**src/rtl/concat_unpacker.sv**
```systemverilog
// concat_unpacker
// Splits a packed 5-bit word {A[4], B[3:2], C[1:0]} into three beats on a
// valid/ready stream: A (zero-extended), B, then C. Beat C is tagged with
// field_last. A new word can be accepted on the same edge that the C beat is
// taken, so back-to-back words stream at one word per three cycles.
//
// State table
//   state  | meaning
//   IDLE   | no word held, ready for a new word
//   EMIT_A | presenting field A of the captured word
//   EMIT_B | presenting field B of the captured word
//   EMIT_C | presenting field C, may accept the next word
//
// Ports
//   clk, rst           clock, async active-high reset
//   in_word/in_valid   packed input word and its valid
//   in_ready           word accepted on this edge (combinational on out_ready)
//   field_data/id/last current beat payload, identity, end-of-word marker
//   out_valid/ready    output handshake
//   word_count         words fully emitted, wraps silently
module concat_unpacker #(
  parameter int CNT_W = 8
) (
  input  logic             clk,
  input  logic             rst,
  input  logic [4:0]       in_word,
  input  logic             in_valid,
  output logic             in_ready,
  output logic [1:0]       field_data,
  output logic [1:0]       field_id,
  output logic             field_last,
  output logic             out_valid,
  input  logic             out_ready,
  output logic [CNT_W-1:0] word_count
);

  localparam logic [1:0] IDLE   = 2'd0;
  localparam logic [1:0] EMIT_A = 2'd1;
  localparam logic [1:0] EMIT_B = 2'd2;
  localparam logic [1:0] EMIT_C = 2'd3;

  logic [1:0] state;
  logic [4:0] word_q;
  logic       in_xfer;
  logic       out_xfer;

  // rst gates in_ready so nothing is offered as accepted while held in reset.
  assign in_ready = ~rst & ((state == IDLE) | ((state == EMIT_C) & out_ready));
  assign in_xfer  = in_valid & in_ready;
  assign out_xfer = out_valid & out_ready;

  always_ff @(posedge clk or posedge rst) begin
    if (rst) begin
      state      <= IDLE;
      word_q     <= '0;
      word_count <= '0;
    end else begin
      if (in_xfer) begin
        word_q <= in_word;
      end
      case (state)
        IDLE: begin
          if (in_xfer) state <= EMIT_A;
        end
        EMIT_A: begin
          if (out_xfer) state <= EMIT_B;
        end
        EMIT_B: begin
          if (out_xfer) state <= EMIT_C;
        end
        EMIT_C: begin
          if (out_xfer) begin
            word_count <= word_count + 1'b1;
            state      <= in_xfer ? EMIT_A : IDLE;
          end
        end
        default: state <= IDLE;
      endcase
    end
  end

  always_comb begin
    out_valid  = 1'b0;
    field_id   = 2'd0;
    field_data = 2'd0;
    field_last = 1'b0;
    case (state)
      EMIT_A: begin
        out_valid  = 1'b1;
        field_id   = 2'd0;
        field_data = {1'b0, word_q[4]};
      end
      EMIT_B: begin
        out_valid  = 1'b1;
        field_id   = 2'd1;
        field_data = word_q[3:2];
      end
      EMIT_C: begin
        out_valid  = 1'b1;
        field_id   = 2'd2;
        field_data = word_q[1:0];
        field_last = 1'b1;
      end
      default: begin
        out_valid  = 1'b0;
      end
    endcase
  end

endmodule
```
**config.mk**
```make
export PLATFORM = sky130hd
export DESIGN_NAME = concat_unpacker
export DESIGN_NICKNAME = d
export VERILOG_FILES = /design/src/rtl/concat_unpacker.sv
export SDC_FILE = /design/constraint.sdc
export NUM_CORES = 1
export LEC_CHECK = 0
export ABC_AREA = 1
export CORE_MARGIN = 4
export CORE_UTILIZATION = 50
export DETAILED_ROUTE_END_ITERATION = 8
export PLACE_DENSITY_LB_ADDON = 0.25
export SYNTH_ARGS = -nofsm -noshare
export SYNTH_HDL_FRONTEND = slang
export SYNTH_SLANG_ARGS = --single-unit
```
**constraint.sdc**
```tcl
create_clock -name clk -period 4.2 [get_ports clk]
set_input_delay 0.63 -clock clk [delete_from_list [all_inputs] [get_ports clk]]
set_output_delay 0.63 -clock clk [all_outputs]
set_load 0.01 [all_outputs]
```
== Word level (Yosys, flattened, before mapping) ==
Cells that the tools add are included.

* Output and inout bits: 15
* Input bits: 9
* Logic and storage cells: 31
* Bits in registers: 15

* Add/sub/neg operators: 1
* Eq/ne operators: 7
* Muxes and demuxes: 10
* Reductions and logical operators: 4
* Bitwise logic cells: 6

{| class="wikitable"
|+ Operators by type and width
! operator !! number
|-
| $add A8 B1 Y8 const B || 1
|-
| $mux W2 || 4
|-
| $ne A2 B2 Y1 const B || 4
|-
| $pmux W2 S4 || 1
|-
| $pmux W2 S3 || 1
|-
| $and A1 B1 Y1 || 4
|-
| $eq A2 B2 Y1 const B || 2
|-
| $pmux W2 S2 || 1
|-
| $reduce_and A4 Y1 || 1
|-
| $mux W1 || 3
|-
| $reduce_or A3 Y1 || 1
|-
| $eq A2 B1 Y1 const B || 1
|-
| $logic_not A2 Y1 || 1
|-
| $reduce_and A2 Y1 || 1
|-
| $not A1 Y1 || 1
|-
| $or A1 B1 Y1 || 1
|}

== Longest topological paths before layout ==
* Word-level depth: 8
* Depth in mapped cells: 10
* Mapped depth without buffers: 10

== Least setup slack after synthesis ==
OpenSTA, ideal clock, no wires.

* Path kind: reg-to-output
* Start: register state[0]
* End: output port in_ready
* Path buffers: 0
* Data required time: 3570 ps
* Arrival time: 1121 ps
* Slack: 2449 ps
* Stages on the path, launching flop included: 5
* Cell sequence: dfrtp_1 inv_1 ha_1 inv_2 a21oi_4

* Word-level cells in the longest chain between the ends: 4
* Elaborated cells on any way between the ends: 5
* Those cells by class: eq/ne (1); bitwise (3); reduce/logical (1)

{| class="wikitable"
|+ RTL lines
! element !! RTL line !! RTL
|-
| start: declaration || 42 || <nowiki>logic [1:0] state;</nowiki>
|-
| start signal: assignment || 74 || <nowiki>state <= in_xfer ? EMIT_A : IDLE;</nowiki>
|-
| $eq A2 B2 Y1 || 48 || <nowiki>assign in_ready = ~rst & ((state == IDLE) | ((state == EMIT_C) & out_ready));</nowiki>
|-
| $and A1 B1 Y1 || 48 ||
|-
| $or A1 B1 Y1 * || 48 ||
|-
| $and A1 B1 Y1 * || 48 ||
|-
| end: declaration || 28 || <nowiki>output logic in_ready,</nowiki>
|}

Mark *: on every way between the ends. The rest lies on a longest branch, timed or not.

== Worst setup path after layout ==
* Start: register state[1]
* End: output port in_ready

The elaborated chain is that of the path after synthesis.

==> metrics.md <==
| Metric | Value |
|---|---|
| Outcome | `finished, final reports clean` |
| Static leakage | `0.000606 uW` |
| DR pass1 iterations | `4` |
| Distinct cells, synth | `18` |
| Crit path time final | `2740 ps` |
| CP required | `3570 ps` |
| Synth Area in Simple Gates | `31.7%` |
| Die Y | `50.2 um` |
| Setup repair bufs after CTS | `0` |
| First-pass GRT wire length | `3.17 mm` |
| Routed wire length | `1.80 mm` |
| Final Core Density | `72.9%` |
| Post-CTS Resized | `0` |
| Row Count | `14` |
| Vias post-DR | `768` |
| Worst vdd ir | `0.365 mV` |
| # H-tree levels | `1` |
| Wirelength per Cell | `11.0 um` |
| Final HPWL from detailed placement | `1.47 mm` |
| Area Overhead vs Synth | `30.8%` |
| Worst hold path type | `reg2reg` |
| Reg2reg start | `state[0]` |
| CTS tree | `done` |
| Initial core utilization | `55.7%` |
| Clock Root Buffer | `clkbuf_4` |
| GPL Wtd Cong | `0.821` |
| FF+latch count, synth | `15` |
| Clk buf depth | `2` |
| Final Hold Fails | `0` |
| Register area share after synthesis | `42.3%` |
| FF-to-FF setup slack | `2640 ps` |
| Worst-path fanout max | `7` |
| Unrepaired setup endpoints after global routing | `no` |
| Clock transition at path regs | `90 ps` |
| CTS Buf Count | `3` |
| WHS Endpoint | `word_q[1]` |
| Initial antenna violation count | `0` |
| Slew headroom | `60.3%` |
| Min-Delay Startpoint | `word_q[1]` |
| Critical Path Sink Type | `primary output` |
| Post-route setup TNS | `0 ps` |
| Via density | `4.71` |
| CP max-delay cell | `clkdlybuf4s50_1` |
| Synthesized-area fraction occupied by adder cells | `8.45%` |
| Hold Path Stages | `2` |
| CP max stage delay | `590 ps` |
| Highest Clock Rate | `365 MHz` |
| Syn Nets | `129` |
| Diode count | `0` |
| Synth Area in Compound Gates | `4.08%` |
| Critical path arrival | `2110 ps` |
| GRT Overall Usage | `16.2%` |
| DIE AREA | `2520 um2` |
| Die extent in x | `50.2 um` |
| Final worst path period share | `65.2%` |
| Final setup vio count | `0` |
| Ys Warns | `0` |
| PD cells | `562 nW/um2` |
| Synth Area in XOR/XNOR | `4.93%` |
| Proportion of layout cells with a drive suffix above 1 | `5.76%` |
| Worst-case reg-to-reg path depth | `5` |
| Core Footprint | `1590 um2` |
| Multi-input combinational cell area | `437 um2` |
| TritonCTS Sinks | `15` |
| Largest net degree at the start of global routing | `17` |
| Post-CTS Hold Fix Bufs | `0` |
| Initial DRC count | `11` |
| I/O pins | `24` |
| Gr ovfl total | `0` |
| Slew @ Worst Pin | `595 ps` |
| Clk_lat worst skew | `280 ps` |
| Final Skew | `7.39 ps` |
| Cell chain of the critical path | `inv_1 > ha_1 > inv_2 > a21oi_4 > clkdlybuf4s50_1` |
| Cells after synthesis | `114` |
| Final Max Slew Viols | `0` |
| Fill cells | `120` |
| Port bufs | `23` |
| Setup Crit Path Kind | `reg2out` |
| Post-route ant nets | `0` |
| Main combinational cell family by area after synthesis | `simple AND/OR/NAND/NOR gates` |
| Worst R2R End | `word_count[4]` |
| Mapped Area | `888 um2` |
| Register area | `375 um2` |
| Crit start category | `register` |
| Mean Syn Cell Area | `7.79 um2` |
| Max Cap Violations | `0` |
| Residual DRC | `0` |
| Post-layout net count | `155` |
| Post-synthesis mux area share | `0%` |
| Number of global-route vias before repair | `729` |
per-layer routing:
layer	GRT usage (%)	up-vias	share of wire [%]
li1	-	403	-
met1	21.2	343	47
met2	26.7	17	48
met3	2.96	5	3.8
met4	5.53	0	1.4
met5	0	-	0
worst max-delay path: cells and delay by family (launching register included):
kind	cells	cell delay, ps
AOI/OAI and AO/OA	1	270
adders and majority gates	1	300
buffers and inverters	3	830
DFF	1	420
cells by family after synthesis:
family,after synthesis
compound gates,5
xor+xnor,5
fa+ha+maj,6
buf+inv,19
flops,15
simple gates,64
power breakdown:
part / internal, uW / leakage (uW) / switching [uW]
registers: 191 / 0.000195 / 41.9
clock network: 36.8 / 0.0000150 / 44.2
logic: 155 / 0.000397 / 185
total: 383 / 0.000606 / 271
stage by stage:
| step | hold WS [ps] | setup WS (ps) | instances | total power [uW] | area (um2) |
|---|---|---|---|---|---|
| 2_1_floorplan | 442 | 2450 | 114 | 439 | 888 |
| 3_3_place_gp | 459 | 1510 | 159 | 564 | 1140 |
| 3_5_place_dp | 463 | 1490 | 159 | 576 | 1140 |
| 4_1_cts | 486 | 1450 | 163 | 659 | 1160 |
| 5_1_grt | 521 | 1340 | 163 | 712 | 1160 |
| 6_report | 482 | 1460 | 163 | 654 | 1160 |
final cells by class:
cell class | count | area share (%)
multi-input combinational | 80 | 37.6
tap | 24 | 2.58
timing repair buffer | 23 | 19.8
inverter | 17 | 5.49
sequential | 15 | 32.3
clock buffer | 4 | 2.26
state kept, by name, indices dropped and copies added, names as in the netlist:
name / count
word_count: 8
word_q: 5
state: 2
cell usage after synthesis:
master	number	area share, %
nor2_1	2	0.85
ha_1	6	8.5
inv_2	1	0.42
xnor2_1	4	3.9
nand3_1	9	5.1
inv_1	16	6.8
nor2_4	1	1.3
a21oi_1	1	0.56
nand2_4	1	1.3
xor2_1	1	0.99
nand2_1	45	19
dfrtp_1	15	42
a21oi_4	1	1.8
nand2_2	1	0.70
buf_4	1	0.85
o21ai_0	3	1.7
buf_2	1	0.56
nand4_1	5	3.5
how the worst max path moves through the flow:
stage	endpoint	slack, ps	cells after the start	startpoint
after CTS	in_ready	1450	5	state[1]
after global placement	in_ready	1510	4	out_ready
after floorplan	in_ready	2450	4	state[0]
after global routing	in_ready	1340	5	state[1]
after detailed placement	in_ready	1490	4	out_ready
final	in_ready	1460	5	state[1]
layout by cell type (no fill, tap or decap):
cell type and n:
nand2_2 1, xor2_1 1, dfrtp_1 15, nand3_1 9, nand4_1 5, o21ai_0 3, clkbuf_4 3, clkbuf_1 1
nor2_4 1, inv_1 16, nand2_4 1, inv_2 1, a21oi_4 1, a21oi_1 1, ha_1 6, xnor2_1 4
nor2_1 2, nand2_1 45, clkdlybuf4s50_1 23
(Power assumes the default switching activity.)
